===== src/rtl/memory_byte_sequencer_if.sv =====
// Request/response bus between the control unit and memory_byte_sequencer,
// plus the byte-wide RAM port the sequencer drives.
interface memory_byte_sequencer_if #(
    parameter int unsigned ADDR_W = 14
);
    logic              start;
    logic              write;
    logic [1:0]        size;
    logic [31:0]       Byte3;
    logic [31:0]       Byte2;
    logic [31:0]       Byte1;
    logic [31:0]       Byte0;
    logic [31:0]       wdata;
    logic [31:0]       rdata;
    logic              busy;
    logic              done;
    logic              fault;
    logic [ADDR_W-1:0] mem_addr;
    logic [7:0]        mem_wdata;
    logic              mem_we;
    logic [7:0]        mem_rdata;

    // Sequencer side: consumes requests and RAM read data.
    modport slave (
        input  start, write, size, Byte3, Byte2, Byte1, Byte0, wdata, mem_rdata,
        output rdata, busy, done, fault, mem_addr, mem_wdata, mem_we
    );

    // Environment side: control unit plus data RAM.
    modport master (
        output start, write, size, Byte3, Byte2, Byte1, Byte0, wdata, mem_rdata,
        input  rdata, busy, done, fault, mem_addr, mem_wdata, mem_we
    );
endinterface


===== src/rtl/memory_byte_sequencer.sv =====
// Byte-serial load/store engine: takes one 32-bit request with four lane
// addresses and walks a byte-wide synchronous RAM one lane per cycle,
// lane 0 first. Faulting requests complete in one cycle without RAM access.
module memory_byte_sequencer #(
    parameter int unsigned ADDR_W = 14
) (
    input  logic                   clock,
    input  logic                   reset,
    memory_byte_sequencer_if.slave bus
);

    localparam logic [32:0] ADDR_LIMIT = 33'(1) << ADDR_W;

    typedef enum logic [2:0] {
        IDLE,
        WR,
        RD,
        RD_DRAIN,
        FIN
    } state_t;

    state_t            state_q, state_d;
    logic [1:0]        idx_q, idx_d;     // lane currently on the RAM port
    logic [1:0]        last_q, last_d;   // final lane index (N-1)
    logic [31:0]       wdata_q, wdata_d;
    logic [ADDR_W-1:0] lane_addr_q [4];
    logic [ADDR_W-1:0] lane_addr_d [4];
    logic [31:0]       rdata_q, rdata_d;
    logic              busy_q, busy_d;
    logic              done_q, done_d;
    logic              fault_q, fault_d;
    logic [ADDR_W-1:0] mem_addr_q, mem_addr_d;
    logic [7:0]        mem_wdata_q, mem_wdata_d;
    logic              mem_we_q, mem_we_d;

    logic [31:0]       req_byte [4];
    logic [1:0]        req_last;
    logic              req_fault;
    logic              accept;
    logic [1:0]        next_idx;
    logic [1:0]        cap_lane;

    // Lane address is unusable: empty-stack marker or beyond the RAM.
    function automatic logic lane_bad(input logic [31:0] a);
        return (a == 32'hFFFF_FFFF) || ({1'b0, a} >= ADDR_LIMIT);
    endfunction

    // Decode the incoming request: lane count and fault check on raw addresses.
    always_comb begin
        req_byte[0] = bus.Byte0;
        req_byte[1] = bus.Byte1;
        req_byte[2] = bus.Byte2;
        req_byte[3] = bus.Byte3;
        req_last    = 2'd0;
        req_fault   = 1'b0;
        case (bus.size)
            2'd0:    req_last = 2'd0;
            2'd1:    req_last = 2'd1;
            2'd2:    req_last = 2'd3;
            default: begin
                req_last  = 2'd0;
                req_fault = 1'b1;
            end
        endcase
        for (int unsigned k = 0; k < 4; k++) begin
            if ((2'(k) <= req_last) && lane_bad(req_byte[k])) begin
                req_fault = 1'b1;
            end
        end
    end

    // Next-state and registered-output logic; RAM port values are prepared
    // one cycle ahead so the port is driven straight from flops.
    always_comb begin
        state_d     = state_q;
        idx_d       = idx_q;
        last_d      = last_q;
        wdata_d     = wdata_q;
        lane_addr_d = lane_addr_q;
        rdata_d     = rdata_q;
        busy_d      = 1'b0;
        done_d      = 1'b0;
        fault_d     = 1'b0;
        mem_addr_d  = '0;
        mem_wdata_d = '0;
        mem_we_d    = 1'b0;
        accept      = 1'b0;
        next_idx    = idx_q + 2'd1;
        cap_lane    = idx_q - 2'd1;

        case (state_q)
            IDLE, FIN: begin
                state_d = IDLE;
                accept  = bus.start;
            end
            WR: begin
                if (idx_q == last_q) begin
                    state_d = FIN;
                    done_d  = 1'b1;
                end else begin
                    idx_d       = next_idx;
                    busy_d      = 1'b1;
                    mem_addr_d  = lane_addr_q[next_idx];
                    mem_wdata_d = wdata_q[{next_idx, 3'b000} +: 8];
                    mem_we_d    = 1'b1;
                end
            end
            RD: begin
                // Read data trails its address by one cycle.
                if (idx_q != 2'd0) begin
                    rdata_d[{cap_lane, 3'b000} +: 8] = bus.mem_rdata;
                end
                busy_d = 1'b1;
                if (idx_q == last_q) begin
                    state_d = RD_DRAIN;
                end else begin
                    idx_d      = next_idx;
                    mem_addr_d = lane_addr_q[next_idx];
                end
            end
            RD_DRAIN: begin
                rdata_d[{last_q, 3'b000} +: 8] = bus.mem_rdata;
                state_d = FIN;
                done_d  = 1'b1;
            end
            default: state_d = IDLE;
        endcase

        if (accept) begin
            if (req_fault) begin
                state_d = FIN;
                done_d  = 1'b1;
                fault_d = 1'b1;
            end else begin
                idx_d   = 2'd0;
                last_d  = req_last;
                wdata_d = bus.wdata;
                for (int unsigned k = 0; k < 4; k++) begin
                    lane_addr_d[k] = req_byte[k][ADDR_W-1:0];
                end
                busy_d     = 1'b1;
                mem_addr_d = req_byte[0][ADDR_W-1:0];
                if (bus.write) begin
                    state_d     = WR;
                    mem_we_d    = 1'b1;
                    mem_wdata_d = bus.wdata[7:0];
                end else begin
                    state_d = RD;
                    rdata_d = '0;
                end
            end
        end
    end

    // State and output registers, cleared asynchronously.
    always_ff @(posedge clock or posedge reset) begin
        if (reset) begin
            state_q     <= IDLE;
            idx_q       <= '0;
            last_q      <= '0;
            wdata_q     <= '0;
            lane_addr_q <= '{default: '0};
            rdata_q     <= '0;
            busy_q      <= 1'b0;
            done_q      <= 1'b0;
            fault_q     <= 1'b0;
            mem_addr_q  <= '0;
            mem_wdata_q <= '0;
            mem_we_q    <= 1'b0;
        end else begin
            state_q     <= state_d;
            idx_q       <= idx_d;
            last_q      <= last_d;
            wdata_q     <= wdata_d;
            lane_addr_q <= lane_addr_d;
            rdata_q     <= rdata_d;
            busy_q      <= busy_d;
            done_q      <= done_d;
            fault_q     <= fault_d;
            mem_addr_q  <= mem_addr_d;
            mem_wdata_q <= mem_wdata_d;
            mem_we_q    <= mem_we_d;
        end
    end

    assign bus.rdata     = rdata_q;
    assign bus.busy      = busy_q;
    assign bus.done      = done_q;
    assign bus.fault     = fault_q;
    assign bus.mem_addr  = mem_addr_q;
    assign bus.mem_wdata = mem_wdata_q;
    assign bus.mem_we    = mem_we_q;

endmodule


===== src/flat_wrapper.sv =====
// flat-port wrapper written by rule: the top's interface ports become plain ports
module memory_byte_sequencer_flat 
#(
    parameter int unsigned ADDR_W = 14
)
  (clock, reset, bus_start, bus_write, bus_size, bus_Byte3, bus_Byte2, bus_Byte1, bus_Byte0, bus_wdata, bus_mem_rdata, bus_rdata, bus_busy, bus_done, bus_fault, bus_mem_addr, bus_mem_wdata, bus_mem_we);
  memory_byte_sequencer_if #(.ADDR_W(ADDR_W)) bus_i ();
  input  logic clock;
  input  logic reset;
  input wire logic [$bits(bus_i.start)-1:0] bus_start;
  input wire logic [$bits(bus_i.write)-1:0] bus_write;
  input wire logic [$bits(bus_i.size)-1:0] bus_size;
  input wire logic [$bits(bus_i.Byte3)-1:0] bus_Byte3;
  input wire logic [$bits(bus_i.Byte2)-1:0] bus_Byte2;
  input wire logic [$bits(bus_i.Byte1)-1:0] bus_Byte1;
  input wire logic [$bits(bus_i.Byte0)-1:0] bus_Byte0;
  input wire logic [$bits(bus_i.wdata)-1:0] bus_wdata;
  input wire logic [$bits(bus_i.mem_rdata)-1:0] bus_mem_rdata;
  output wire logic [$bits(bus_i.rdata)-1:0] bus_rdata;
  output wire logic [$bits(bus_i.busy)-1:0] bus_busy;
  output wire logic [$bits(bus_i.done)-1:0] bus_done;
  output wire logic [$bits(bus_i.fault)-1:0] bus_fault;
  output wire logic [$bits(bus_i.mem_addr)-1:0] bus_mem_addr;
  output wire logic [$bits(bus_i.mem_wdata)-1:0] bus_mem_wdata;
  output wire logic [$bits(bus_i.mem_we)-1:0] bus_mem_we;
  assign bus_i.start = bus_start;
  assign bus_i.write = bus_write;
  assign bus_i.size = bus_size;
  assign bus_i.Byte3 = bus_Byte3;
  assign bus_i.Byte2 = bus_Byte2;
  assign bus_i.Byte1 = bus_Byte1;
  assign bus_i.Byte0 = bus_Byte0;
  assign bus_i.wdata = bus_wdata;
  assign bus_i.mem_rdata = bus_mem_rdata;
  assign bus_rdata = bus_i.rdata;
  assign bus_busy = bus_i.busy;
  assign bus_done = bus_i.done;
  assign bus_fault = bus_i.fault;
  assign bus_mem_addr = bus_i.mem_addr;
  assign bus_mem_wdata = bus_i.mem_wdata;
  assign bus_mem_we = bus_i.mem_we;
  memory_byte_sequencer #(.ADDR_W(ADDR_W)) u_core (.clock(clock), .reset(reset), .bus(bus_i));
endmodule

===== config.mk =====
export PLATFORM = sky130hd
export DESIGN_NAME = memory_byte_sequencer_flat
export DESIGN_NICKNAME = d
export VERILOG_FILES = /design/src/rtl/memory_byte_sequencer_if.sv /design/src/rtl/memory_byte_sequencer.sv /design/src/flat_wrapper.sv
export SDC_FILE = /design/constraint.sdc
export NUM_CORES = 1
export LEC_CHECK = 0
export ABC_CLOCK_PERIOD_IN_PS = 5100
export BUFFER_PORTS_ARGS = -buffer_cell sky130_fd_sc_hd__buf_2
export CAP_MARGIN = 20
export CORE_MARGIN = 2
export CORE_UTILIZATION = 35
export DETAILED_ROUTE_END_ITERATION = 8
export HOLD_SLACK_MARGIN = 0.08
export PLACE_DENSITY = 0.61
export SYNTH_ARGS = -nofsm -noshare
export SYNTH_HDL_FRONTEND = slang
export SYNTH_SLANG_ARGS = --single-unit

===== constraint.sdc =====
create_clock -name clock -period 5.1 [get_ports clock]
set_input_delay 0 -clock clock [delete_from_list [all_inputs] [get_ports clock]]
set_output_delay 0 -clock clock [all_outputs]
set_load 0.005 [all_outputs]

Word level (Yosys, flattened, before mapping) --
Index checks and enable logic that the tools add are counted. W data, S select, Z words.
Word-level totals: register bits 153, bits of input ports 174, output and inout port bits 58, word-level logic and storage cells 114
Operators by class: $add $sub $neg 4, $lt $le $gt $ge 9, equality and inequality tests 13, shift-type cells 5, multiplexer cells 50, bitwise operators 2, reductions and logical operators 16
Operators with widths (count):
- $eq A32 B32 Y1 const B | 4
- $ge A32 B15 Y1 const B | 4
- $mux W32 | 4
- $mux W14 | 6
- $bwmux W32 | 2
- $pmux W32 S2 | 1
- $shift A8 B7 Y32 const A | 2
- $shiftx A8 B7 Y32 | 2
- $mux W8 | 5
- $shiftx A32 B6 Y8 | 1
- $bmux W14 S2 | 1
- $mux W1 | 18
- $neg A5 Y7 | 2
- $mux W3 | 4
- $mux W2 | 5
- $pmux W3 S3 | 1
- $eq A3 B2 Y1 const B | 2
- $ne A3 B1 Y1 const B | 2
- $le A1 B2 Y1 const A | 2
- $le A2 B2 Y1 const A | 2
- $logic_and A1 B1 Y1 | 4
- $logic_or A1 B1 Y1 | 4
- $pmux W1 S2 | 2
- $pmux W2 S2 | 1
- 16 further kinds | 18

Logic depth before layout (Yosys ltp) --
Gate-level depths: netlist (run 1).
depth after elaboration 10, gate-level depth with buffers 12, mapped depth without buffers 7

Worst setup path after synthesis (run 1) --
No wires, ideal clock.
path type reg-to-reg, start point register u_core.idx_q[0], end point register u_core.rdata_q[0] (netlist: u_core.bus.rdata[0]), setup time 73 ps, arrival time 3370 ps, required time 5027 ps, path slack 1658 ps, stages on the path, launching flop included 12, path buffers 5, clock period less this slack 3442 ps, cells stage by stage dfrtp_1 buf_2 buf_1 clkbuf_1 inv_1 ha_1 clkbuf_1 buf_1 nand3_1 o22ai_1 a22oi_1 nor2_1
Between the ends: word-level cells in the longest chain between the ends 9, elaborated cells between the ends (all ways) 11, classes of those cells add/sub: 2; shift: 2; mux: 6; reduce/logical: 1
RTL lines:
- start, declared | RTL line memory_byte_sequencer.sv:23 | logic [1:0] idx_q, idx_d;
- start signal, assigned | RTL line memory_byte_sequencer.sv:172 | idx_q <= idx_d;
- $sub A2 B1 Y2 | RTL line memory_byte_sequencer.sv:89 | cap_lane = idx_q - 2'd1;
- $neg A5 Y7 | RTL line memory_byte_sequencer.sv:111 | rdata_d[{cap_lane, 3'b000} +: 8] = bus.mem_rdata;
- $shiftx A8 B7 Y32 / $shift A8 B7 Y32 (equally long branches) | RTL line memory_byte_sequencer.sv:111
- $bwmux W32 | RTL line memory_byte_sequencer.sv:111
- $mux W32 * | RTL line memory_byte_sequencer.sv:110 | if (idx_q != 2'd0) begin
- $pmux W32 S2 * | RTL line memory_byte_sequencer.sv:91 | case (state_q)
- $mux W32 | RTL line memory_byte_sequencer.sv:143 | if (bus.write) begin
- $mux W32 | RTL line memory_byte_sequencer.sv:130 | if (req_fault) begin
- $mux W32 * | RTL line memory_byte_sequencer.sv:129 | if (accept) begin
- net u_core.rdata_d[0] | RTL line memory_byte_sequencer.sv:28 | logic [31:0] rdata_q, rdata_d;
- end signal, assigned | RTL line memory_byte_sequencer.sv:176 | rdata_q <= rdata_d;
- end, declared | RTL line memory_byte_sequencer.sv:28
Mark *: on every way through the listed nets, which the timed path passes. The rest lies on a longest branch. A chain may end at the register's enable or synchronous reset.

Worst setup path after layout (run 1) --
start point input bus_Byte3[27], end point register u_core.last_q[1]
Between the ends: word-level cells in the longest chain between the ends 6, elaborated cells between the ends (all ways) 7, classes of those cells order compare: 1; eq/ne: 1; mux: 1; bitwise: 1; reduce/logical: 3
RTL lines:
- start, declared | RTL line flat_wrapper.sv:13 | input wire logic [$bits(bus_i.Byte3)-1:0] bus_Byte3;
- $ge A32 B15 Y1 / $eq A32 B32 Y1 (equally long branches) | RTL line memory_byte_sequencer.sv:45 | return (a == 32'hFFFF_FFFF) || ({1'b0, a} >= ADDR_LIMIT);
- $logic_or A1 B1 Y1 * | RTL line memory_byte_sequencer.sv:45
- $logic_and A1 B1 Y1 * | RTL line memory_byte_sequencer.sv:66 | if ((2'(k) <= req_last) && lane_bad(req_byte[k])) begin
- $mux W1 * | RTL line memory_byte_sequencer.sv:66
- $not A1 Y1 (no line) *
- $reduce_and A2 Y1 (no line) *
- end signal, assigned | RTL line memory_byte_sequencer.sv:173 | last_q <= last_d;
- end, declared | RTL line memory_byte_sequencer.sv:24 | logic [1:0] last_q, last_d;
Mark *: on every way between the ends. The rest lies on a longest branch, timed or not.

==> out/results.md, run 1 <==
| Item | Reported |
|:---|:---|
| Area added between synthesis and finish | 44.2% |
| CTS clock-pin slew for the worst setup and hold paths | 0.07 ns |
| Post-CTS setup buffers | 0 |
| Wire length per cell after detailed routing | 16.6 µm |
| Most frequently used flop master after synthesis | sky130_fd_sc_hd__dfrtp_1 |
| Leading cell type in the layout, fill and taps excluded | sky130_fd_sc_hd__buf_2 |
| Transition time at the pin with the least slew margin | 0.942 ns |
| First-pass iteration count of the detailed router | 5 |
| MaxCap Viol Count | 0 |
| Hold Vio Cnt, Final | 0 |
| Syn avg cell area | 12.6 µm² |
| Worst hold-check slack | 0.141 ns |
| Commonest non-fill, non-tap cells in the layout | sky130_fd_sc_hd__buf_2, sky130_fd_sc_hd__dfrtp_1, sky130_fd_sc_hd__dlygate4sd3_1 |
| Site Rows | 52 |
| Logic depth of the worst register-to-register path | 7 |
| Syn_nets | 749 |
| Largest vdd supply drop | 209 µV |
| Die outline area | 21400 µm² |
| Total number of yosys warnings | 0 |
| Final routed wirelength across all metal layers | 19700 µm |
| Max H-tree Level | 4 |
| Cell area after synthesis | 7080 µm² |
| Final Setup Violations | 0 |
| Vias per std cell | 4.90 |
| Launching element type of the critical path | input port |
| RSZ-0062 raised after global routing | no |
| Number of sinks on the clock net | 153 |
| Setup skew after layout | 0.00831 ns |
| Util after Layout | 0.510 |
| Number of synthesized flops with an enable pin | 0 |
| Critical Path Slowest Stage Cell | sky130_fd_sc_hd__dlygate4sd3_1 |
| Status | finished clean |
| DRC | 0 |
| Proportion of synthesized flip-flops having asynchronous set or reset | 1.00 |
| Clock latency on the worst-skew pair | 0.42 ns |
| Worst path arrival time | 3.66 ns |
| Critical path cell sequence | dlygate4sd3_1 > buf_2 > nor4_1 > dlygate4sd3_1 > nand3_1 > dlygate4sd3_1 > nor3_1 > dlygate4sd3_1 > nand4_1 > dlygate4sd3_1 > a2bb2oi_1 |
| Buffers on Ports | 231 |
| Number of vias after detailed routing | 5821 |
| Largest driver fanout on the critical path | 2 |
| DP Area | 8530 µm² |
| Critical path's most frequent cell | sky130_fd_sc_hd__dlygate4sd3_1 |
| Required arrival time at the worst endpoint | 5.45 ns |
| DRT antenna net count | 0 |
| Die Y | 146 µm |
| Leakage power | 5.25 nW |
| Number of instances in the synthesized netlist | 562 |
| Min Clock Period, post-route | 3.32 ns |
| Max clock buf depth | 2 |
| Count of final max-slew check failures | 0 |
| Ratio of final minimum period to clock period | 0.650 |
| Total routing usage reported by global routing | 0.186 |
| Final standard cell area without fillers | 10200 µm² |
| Number of antenna violations at the first check in global routing | 1 |
| Number of gates given a new drive strength after cts | 0 |
| Category of cells accounting for the largest share of critical-path delay | buffers and inverters |
| DR iter-0 viols | 309 |
| Number of buffers inserted by hold repair at cts | 109 |
| Maximum number of pins on one net before global-route repair | 108 |
| Sum of overflow across all layers after global routing | 0 |
| Number of buffer and inverter stages on the critical path | 6 |
| Wire length of the first global-routing pass | 31400 µm |
| CTS root buffer | sky130_fd_sc_hd__clkbuf_16 |
| Number of buffers created by CTS | 17 |
| Vias in the first global route | 6011 |
| Nets | 1091 |
| Detailed placer's ending HPWL | 13000 µm |
| Power per cell area | 254 nW/µm² |
| Tightest slew margin relative to the limit | 0.372 |
| Weighted congestion at the end of routability-driven global placement | 0.762 |
| Proportion of synthesized chip area in sequential cells | 0.541 |
| Number of flip-flops and latches in the synthesized netlist | 153 |
| Clock tree from TritonCTS | yes |
| I/O pin count | 232 |
| # fillers | 1780 |
| Floorplan core area | 20000 µm² |
| Chip Width | 146 µm |
| Initial core utilization | 0.353 |
| Endpoint type of the worst setup path | flip-flop |
| Setup TNS | 0 ns |
| Peak per-stage delay on the critical path | 0.62 ns |
| Fraction of layout instances using a drive strength above 1 | 0.413 |
| Crit Path Category | input port to flip-flop |
| Count of cell types in the netlist | 45 |
| Number of logic stages on the critical path including buffering | 11 |
| Top achievable clock speed | 301 MHz |
| Class of the most critical hold timing path | input port to async pin |
==> worst paths after layout <==
kind | slack, ns | end | startpoint
worst max-delay path | 1.78 | u_core.last_q[1] | bus_Byte3[27]
worst min-delay path | 0.14 | u_core.bus.done | reset
worst max register to register | 2.31 | u_core.idx_q[1] | u_core.idx_q[0]
worst min register to register | 0.49 | u_core.wdata_q[4] | u_core.wdata_q[4]
max in group asynchronous | 4.00 | u_core.bus.mem_wdata[7] | reset
min in group clock | 0.15 | u_core.last_q[1] | bus_size[0]
==> synthesized netlist by cell type (2+ instances only) <==
master / n / share of area
sky130_fd_sc_hd__a21oi_1: 4 / 0.0028
sky130_fd_sc_hd__a221oi_1: 3 / 0.0037
sky130_fd_sc_hd__a222oi_1: 13 / 0.018
sky130_fd_sc_hd__a22o_1: 10 / 0.012
sky130_fd_sc_hd__a22oi_1: 16 / 0.017
sky130_fd_sc_hd__a32o_1: 5 / 0.0071
sky130_fd_sc_hd__and2_1: 3 / 0.0027
sky130_fd_sc_hd__and3_1: 3 / 0.0027
sky130_fd_sc_hd__buf_1: 9 / 0.0048
sky130_fd_sc_hd__buf_2: 5 / 0.0035
sky130_fd_sc_hd__buf_6: 2 / 0.0032
sky130_fd_sc_hd__clkbuf_1: 11 / 0.0058
sky130_fd_sc_hd__dfrtp_1: 153 / 0.54
sky130_fd_sc_hd__ha_1: 13 / 0.023
sky130_fd_sc_hd__inv_1: 31 / 0.016
sky130_fd_sc_hd__mux2_1: 11 / 0.017
sky130_fd_sc_hd__mux2_2: 78 / 0.12
sky130_fd_sc_hd__mux4_2: 22 / 0.070
sky130_fd_sc_hd__nand2_1: 35 / 0.019
sky130_fd_sc_hd__nand2b_1: 7 / 0.0062
sky130_fd_sc_hd__nand3_1: 7 / 0.0049
sky130_fd_sc_hd__nand4_1: 6 / 0.0053
sky130_fd_sc_hd__nor2_1: 45 / 0.024
sky130_fd_sc_hd__nor3_1: 4 / 0.0028
sky130_fd_sc_hd__nor4_1: 17 / 0.015
sky130_fd_sc_hd__o21ai_0: 25 / 0.018
sky130_fd_sc_hd__o22ai_1: 3 / 0.0027
sky130_fd_sc_hd__or4_1: 2 / 0.0021
sky130_fd_sc_hd__xnor2_1: 3 / 0.0037
==> report_power, final <==
group	switching, mW	total, mW	internal (mW)
clock	0.522	1.20	0.676
sequential	0.000512	1.22	1.21
combinational	0.0763	0.185	0.109
==> flip-flops by register name, summed over array words and instances (netlist names) <==
signal / flops
u_core.lane_addr_q: 56
u_core.bus.rdata: 32
u_core.wdata_q: 32
u_core.bus.mem_addr: 14
u_core.bus.mem_wdata: 8
u_core.state_q: 3
u_core.idx_q: 2
u_core.last_q: 2
u_core.bus.busy: 1
u_core.bus.done: 1
u_core.bus.fault: 1
u_core.bus.mem_we: 1
==> worst register-to-register path, cell delays in order (launching register included) <==
cell,delay [ns]
sky130_fd_sc_hd__dfrtp_2,0.35
sky130_fd_sc_hd__buf_4,0.44
sky130_fd_sc_hd__xnor2_1,0.16
sky130_fd_sc_hd__a211oi_2,0.76
sky130_fd_sc_hd__o21bai_1,0.22
sky130_fd_sc_hd__buf_4,0.25
sky130_fd_sc_hd__mux2_2,0.35
sky130_fd_sc_hd__and2_1,0.15
==> final cells by class <==
cell class	count	area, µm²	area share
clock buffer	19	433	0.0424
multi-input combinational	351	3020	0.296
timing repair buffer	350	2350	0.230
inverter	31	121	0.0119
tap	270	338	0.0331
clock inverter	13	118	0.0115
sequential	153	3830	0.375
antenna	1	2.50	0.000245
==> per-layer routing <==
| metal | global-route usage | share of wire | wire length, µm |
|---|---|---|---|
| met2 | 0.328 | 0.51 | 10000 |
| met1 | 0.224 | 0.41 | 8020 |
| met5 | 0 | 0 | 0 |
| met3 | 0.0444 | 0.061 | 1200 |
| met4 | 0.0636 | 0.022 | 443 |
==> logic make-up (layout without fill, tap and decap cells) <==
logic type,after synthesis,in the layout,share of synthesized area
other,0,1,0
AO/OA/AOI/OAI,87,87,0.0924
adder cells (fa/ha/maj),13,13,0.0230
buffers and inverters,58,413,0.0338
AND/OR/NAND/NOR,136,136,0.0935
flip-flops,153,153,0.541
multiplexers,112,112,0.213
XOR/XNOR,3,3,0.00371
==> metrics by stage <==
stage	worst slack [ns]	std cells	power [mW]
2_1_floorplan	0.979	562	1.27
3_3_place_gp	2.29	1044	1.36
3_5_place_dp	2.23	1044	1.36
4_1_cts	1.88	1185	2.63
5_1_grt	1.57	1188	2.70
6_report	1.78	1188	2.60
Note: power is estimated with default switching activity, not from simulation.
==> run 2, diff against run 1 <==
--- a/config.mk
+++ b/config.mk
@@ -5,14 +5,14 @@
 export SDC_FILE = /design/constraint.sdc
 export NUM_CORES = 1
 export LEC_CHECK = 0
-export ABC_CLOCK_PERIOD_IN_PS = 5100
+export ABC_CLOCK_PERIOD_IN_PS = 3000
 export BUFFER_PORTS_ARGS = -buffer_cell sky130_fd_sc_hd__buf_2
 export CAP_MARGIN = 20
 export CORE_MARGIN = 2
 export CORE_UTILIZATION = 35
 export DETAILED_ROUTE_END_ITERATION = 8
 export HOLD_SLACK_MARGIN = 0.08
-export PLACE_DENSITY = 0.61
+export PLACE_DENSITY = 0.63
 export SYNTH_ARGS = -nofsm -noshare
 export SYNTH_HDL_FRONTEND = slang
 export SYNTH_SLANG_ARGS = --single-unit
==> constraint.sdc (replaced) <==
create_clock -name clock -period 3 [get_ports clock]
set_input_delay 0 -clock clock [delete_from_list [all_inputs] [get_ports clock]]
set_output_delay 0 -clock clock [all_outputs]
set_load 0.005 [all_outputs]
==> run 2 against run 1 <==
Compared with the run above:
- setup slack got worse by 1.3 ns
- sequential share of layout area is 0.31 points lower
- cell count increased by 0.25%
- utilization grew 0.42 points
- largest power group is now clock
- highest routed layer unchanged
==> out/results.md, run 2 (synthesis gave the netlist of run 1 again) <==
| Item | Reported | Change |
|:---|:---|:---|
| Worst reg2reg path endpoint | u_core.bus.rdata[11] | was u_core.idx_q[1] |
| Logic depth of the worst register-to-register path | 7 | unchanged |
| Weighted congestion at the end of routability-driven global placement | 0.747 | was 0.762 |
| CTS root buffer | sky130_fd_sc_hd__clkbuf_16 | unchanged |
| Endpoint type of the worst setup path | flip-flop | unchanged |
| Initial core utilization | 0.353 | unchanged |
| Required arrival time at the worst endpoint | 3.31 ns | was 5.45 ns |
| Place WS | 0.509 ns | was 2.23 ns |
| Register with the highest flop count | u_core.lane_addr_q | unchanged |
| Worst setup slack for register-to-register paths | 0.69 ns | was 2.31 ns |
| Detailed placer's ending HPWL | 12700 µm | was 13000 µm |
| # fillers | 1748 | was 1780 |
| DRT antenna net count | 0 | unchanged |
| Min Clock Period, post-route | 2.55 ns |  |
| Worst hold path endpoint | u_core.last_q[1] |  |
| Power per cell area | 449 nW/µm² | was 254 nW/µm² |
| Worst setup slack after layout | 0.447 ns | was 1.78 ns |
| Sum of overflow across all layers after global routing | 0 | unchanged |
| Vias per std cell | 4.87 | was 4.90 |
| Setup skew after layout | 0.0205 ns | was 0.00831 ns |
| Tightest slew margin relative to the limit | 0.492 | was 0.372 |
| Worst hold-check slack | 0.0916 ns | was 0.141 ns |
| Final Setup Violations | 0 | unchanged |
| Number of vias after detailed routing | 5801 | was 5821 |
| Number of sinks on the clock net | 153 | unchanged |
| Maximum number of pins on one net before global-route repair | 108 | unchanged |
| Leakage power | 5.29 nW | was 5.25 nW |
| Buffers on Ports | 231 | unchanged |
| Max H-tree Level | 4 | unchanged |
| Class of the most critical hold timing path | input port to flip-flop | was input port to async pin |
| Clock network power share | 0.486 | was 0.461 |
| Max clock buf depth | 2 | unchanged |
| DR iter-0 viols | 328 | was 309 |
| Wire length of the first global-routing pass | 31400 µm | about the same |
| Worst Hold Depth | 6 |  |
| Pint | 3.58 mW | was 2.00 mW |
| Worst path arrival time | 2.86 ns | was 3.66 ns |
| Final routed wirelength across all metal layers | 19500 µm | was 19700 µm |
| Count of final max-slew check failures | 0 | unchanged |
| ANT cells | 0 | was 1 |
| Top achievable clock speed | 392 MHz |  |
| Clock tree from TritonCTS | yes | unchanged |
| Floorplan core area | 20000 µm² | unchanged |
| CTS clock-pin slew for the worst setup and hold paths | 0.06 ns | was 0.07 ns |
| Part of the power in registers | 0.447 | was 0.468 |
| Fraction of layout instances using a drive strength above 1 | 0.418 | was 0.413 |
| Number of flip-flops under the largest register name | 56 | unchanged |
| Area added between synthesis and finish | 45.4% | was 44.2% |
| Transition time at the pin with the least slew margin | 0.762 ns | was 0.942 ns |
| Worst r2r src | u_core.idx_q[0] | unchanged |
| Number of buffers created by CTS | 17 | unchanged |
| Wire length per cell after detailed routing | 16.4 µm | was 16.6 µm |
| Multi-input logic area | 3020 µm² | unchanged |
| Setup TNS | 0 ns | unchanged |
| Storage cell area | 3830 µm² | unchanged |
| Hold Vio Cnt, Final | 0 | unchanged |
| Total routing usage reported by global routing | 0.187 | was 0.186 |
| Combinational cell fraction of total power | 0.067 | was 0.071 |
| Leading cell type in the layout, fill and taps excluded | sky130_fd_sc_hd__buf_2 | unchanged |
| Commonest non-fill, non-tap cells in the layout | sky130_fd_sc_hd__buf_2, sky130_fd_sc_hd__dfrtp_1, sky130_fd_sc_hd__dlygate4sd3_1 | unchanged |
| Site Rows | 52 | unchanged |
| DP Area | 8600 µm² | was 8530 µm² |
| Switching Fraction | 0.226 | was 0.230 |
| Switching power | 1.04 mW | was 0.599 mW |
| I/O pin count | 232 | unchanged |
| Clock latency on the worst-skew pair | 0.43 ns | was 0.42 ns |
| Die outline area | 21400 µm² | unchanged |
| Chip Width | 146 µm | unchanged |
| Launching element type of the critical path | input port | unchanged |
| Status | finished clean | unchanged |
| DRC | 0 | unchanged |
| Vias in the first global route | 6052 | was 6011 |
| Die Y | 146 µm | unchanged |
| RSZ-0062 raised after global routing | no | unchanged |
| Largest driver fanout on the critical path | 107 | was 2 |
| Number of antenna violations at the first check in global routing | 0 | was 1 |
| Crit Path Category | input port to flip-flop | unchanged |
| Nets | 1095 | was 1091 |
| MaxCap Viol Count | 0 | unchanged |
| Largest vdd supply drop | 389 µV | was 209 µV |
| Util after Layout | 0.514 | was 0.510 |
| Final standard cell area without fillers | 10300 µm² | was 10200 µm² |
| First-pass iteration count of the detailed router | 5 | unchanged |
| Hold Path Origin | bus_Byte3[30] |  |
| Ratio of final minimum period to clock period | 0.851 |  |
-- run 2: power groups by stage --
| stage | sequential [mW] | clock, mW | combinational [mW] |
|---|---|---|---|
| after floorplan | 2.11 | 0 | 0.0527 |
| after global placement | 2.10 | 0 | 0.204 |
| after detailed placement | 2.10 | 0 | 0.205 |
| after CTS | 2.07 | 2.29 | 0.313 |
| after global routing | 2.06 | 2.38 | 0.343 |
| final | 2.07 | 2.24 | 0.312 |
-- run 2: layout make-up --
cell class	instances	area share
clock buffers	18	0.0417
clock inverters	14	0.0180
inverters	31	0.0117
multi-input cells	351	0.293
flip-flops and latches	153	0.372
well taps	270	0.0328
repair buffers	354	0.231
-- run 2: worst max path at each step --
stage	from	endpoint	cells past startpoint
after floorplan	u_core.idx_q[0]	u_core.bus.rdata[30]	11
after global placement	bus_size[0]	u_core.wdata_q[5]	8
after detailed placement	bus_size[0]	u_core.lane_addr_q[13]	8
after CTS	bus_size[1]	u_core.lane_addr_q[13]	9
after global routing	bus_Byte3[19]	u_core.lane_addr_q[13]	9
final	bus_Byte3[19]	u_core.wdata_q[7]	9
-- run 2: through the flow --
step                      instances  power [mW]
after floorplan                 562        2.16
after global placement         1051        2.31
after detailed placement       1051        2.31
after CTS                      1191        4.67
after global routing           1191        4.79
final                          1191        4.62
-- run 2: critical path: stages --
cell and delay, ns:
sky130_fd_sc_hd__dlygate4sd3_1 0.55, sky130_fd_sc_hd__buf_2 0.13, sky130_fd_sc_hd__nor4_1 0.19, sky130_fd_sc_hd__dlygate4sd3_1 0.59
sky130_fd_sc_hd__nand3_1 0.11, sky130_fd_sc_hd__o31ai_2 0.39, sky130_fd_sc_hd__nand4_4 0.14, sky130_fd_sc_hd__buf_12 0.26
sky130_fd_sc_hd__mux2_1 0.40
-- run 2: layer usage --
| layer | GRT usage | vias to the layer above | share of wire |
|---|---|---|---|
| met1 | 0.234 | 2828 | 0.42 |
| met3 | 0.0359 | 19 | 0.047 |
| met5 | 0 | - | 0 |
| li1 | - | 2769 | - |
| met4 | 0.0583 | 0 | 0.013 |
| met2 | 0.327 | 185 | 0.52 |
-- run 2: what timing repair did --
item | 4_1_cts | 5_1_grt
hold buffers | 108 | 0
gates resized for setup | 0 | 0
setup buffers | 0 | 0
endpoints found under the setup margin | 0 | 0
hold endpoints to repair | 177 | 0
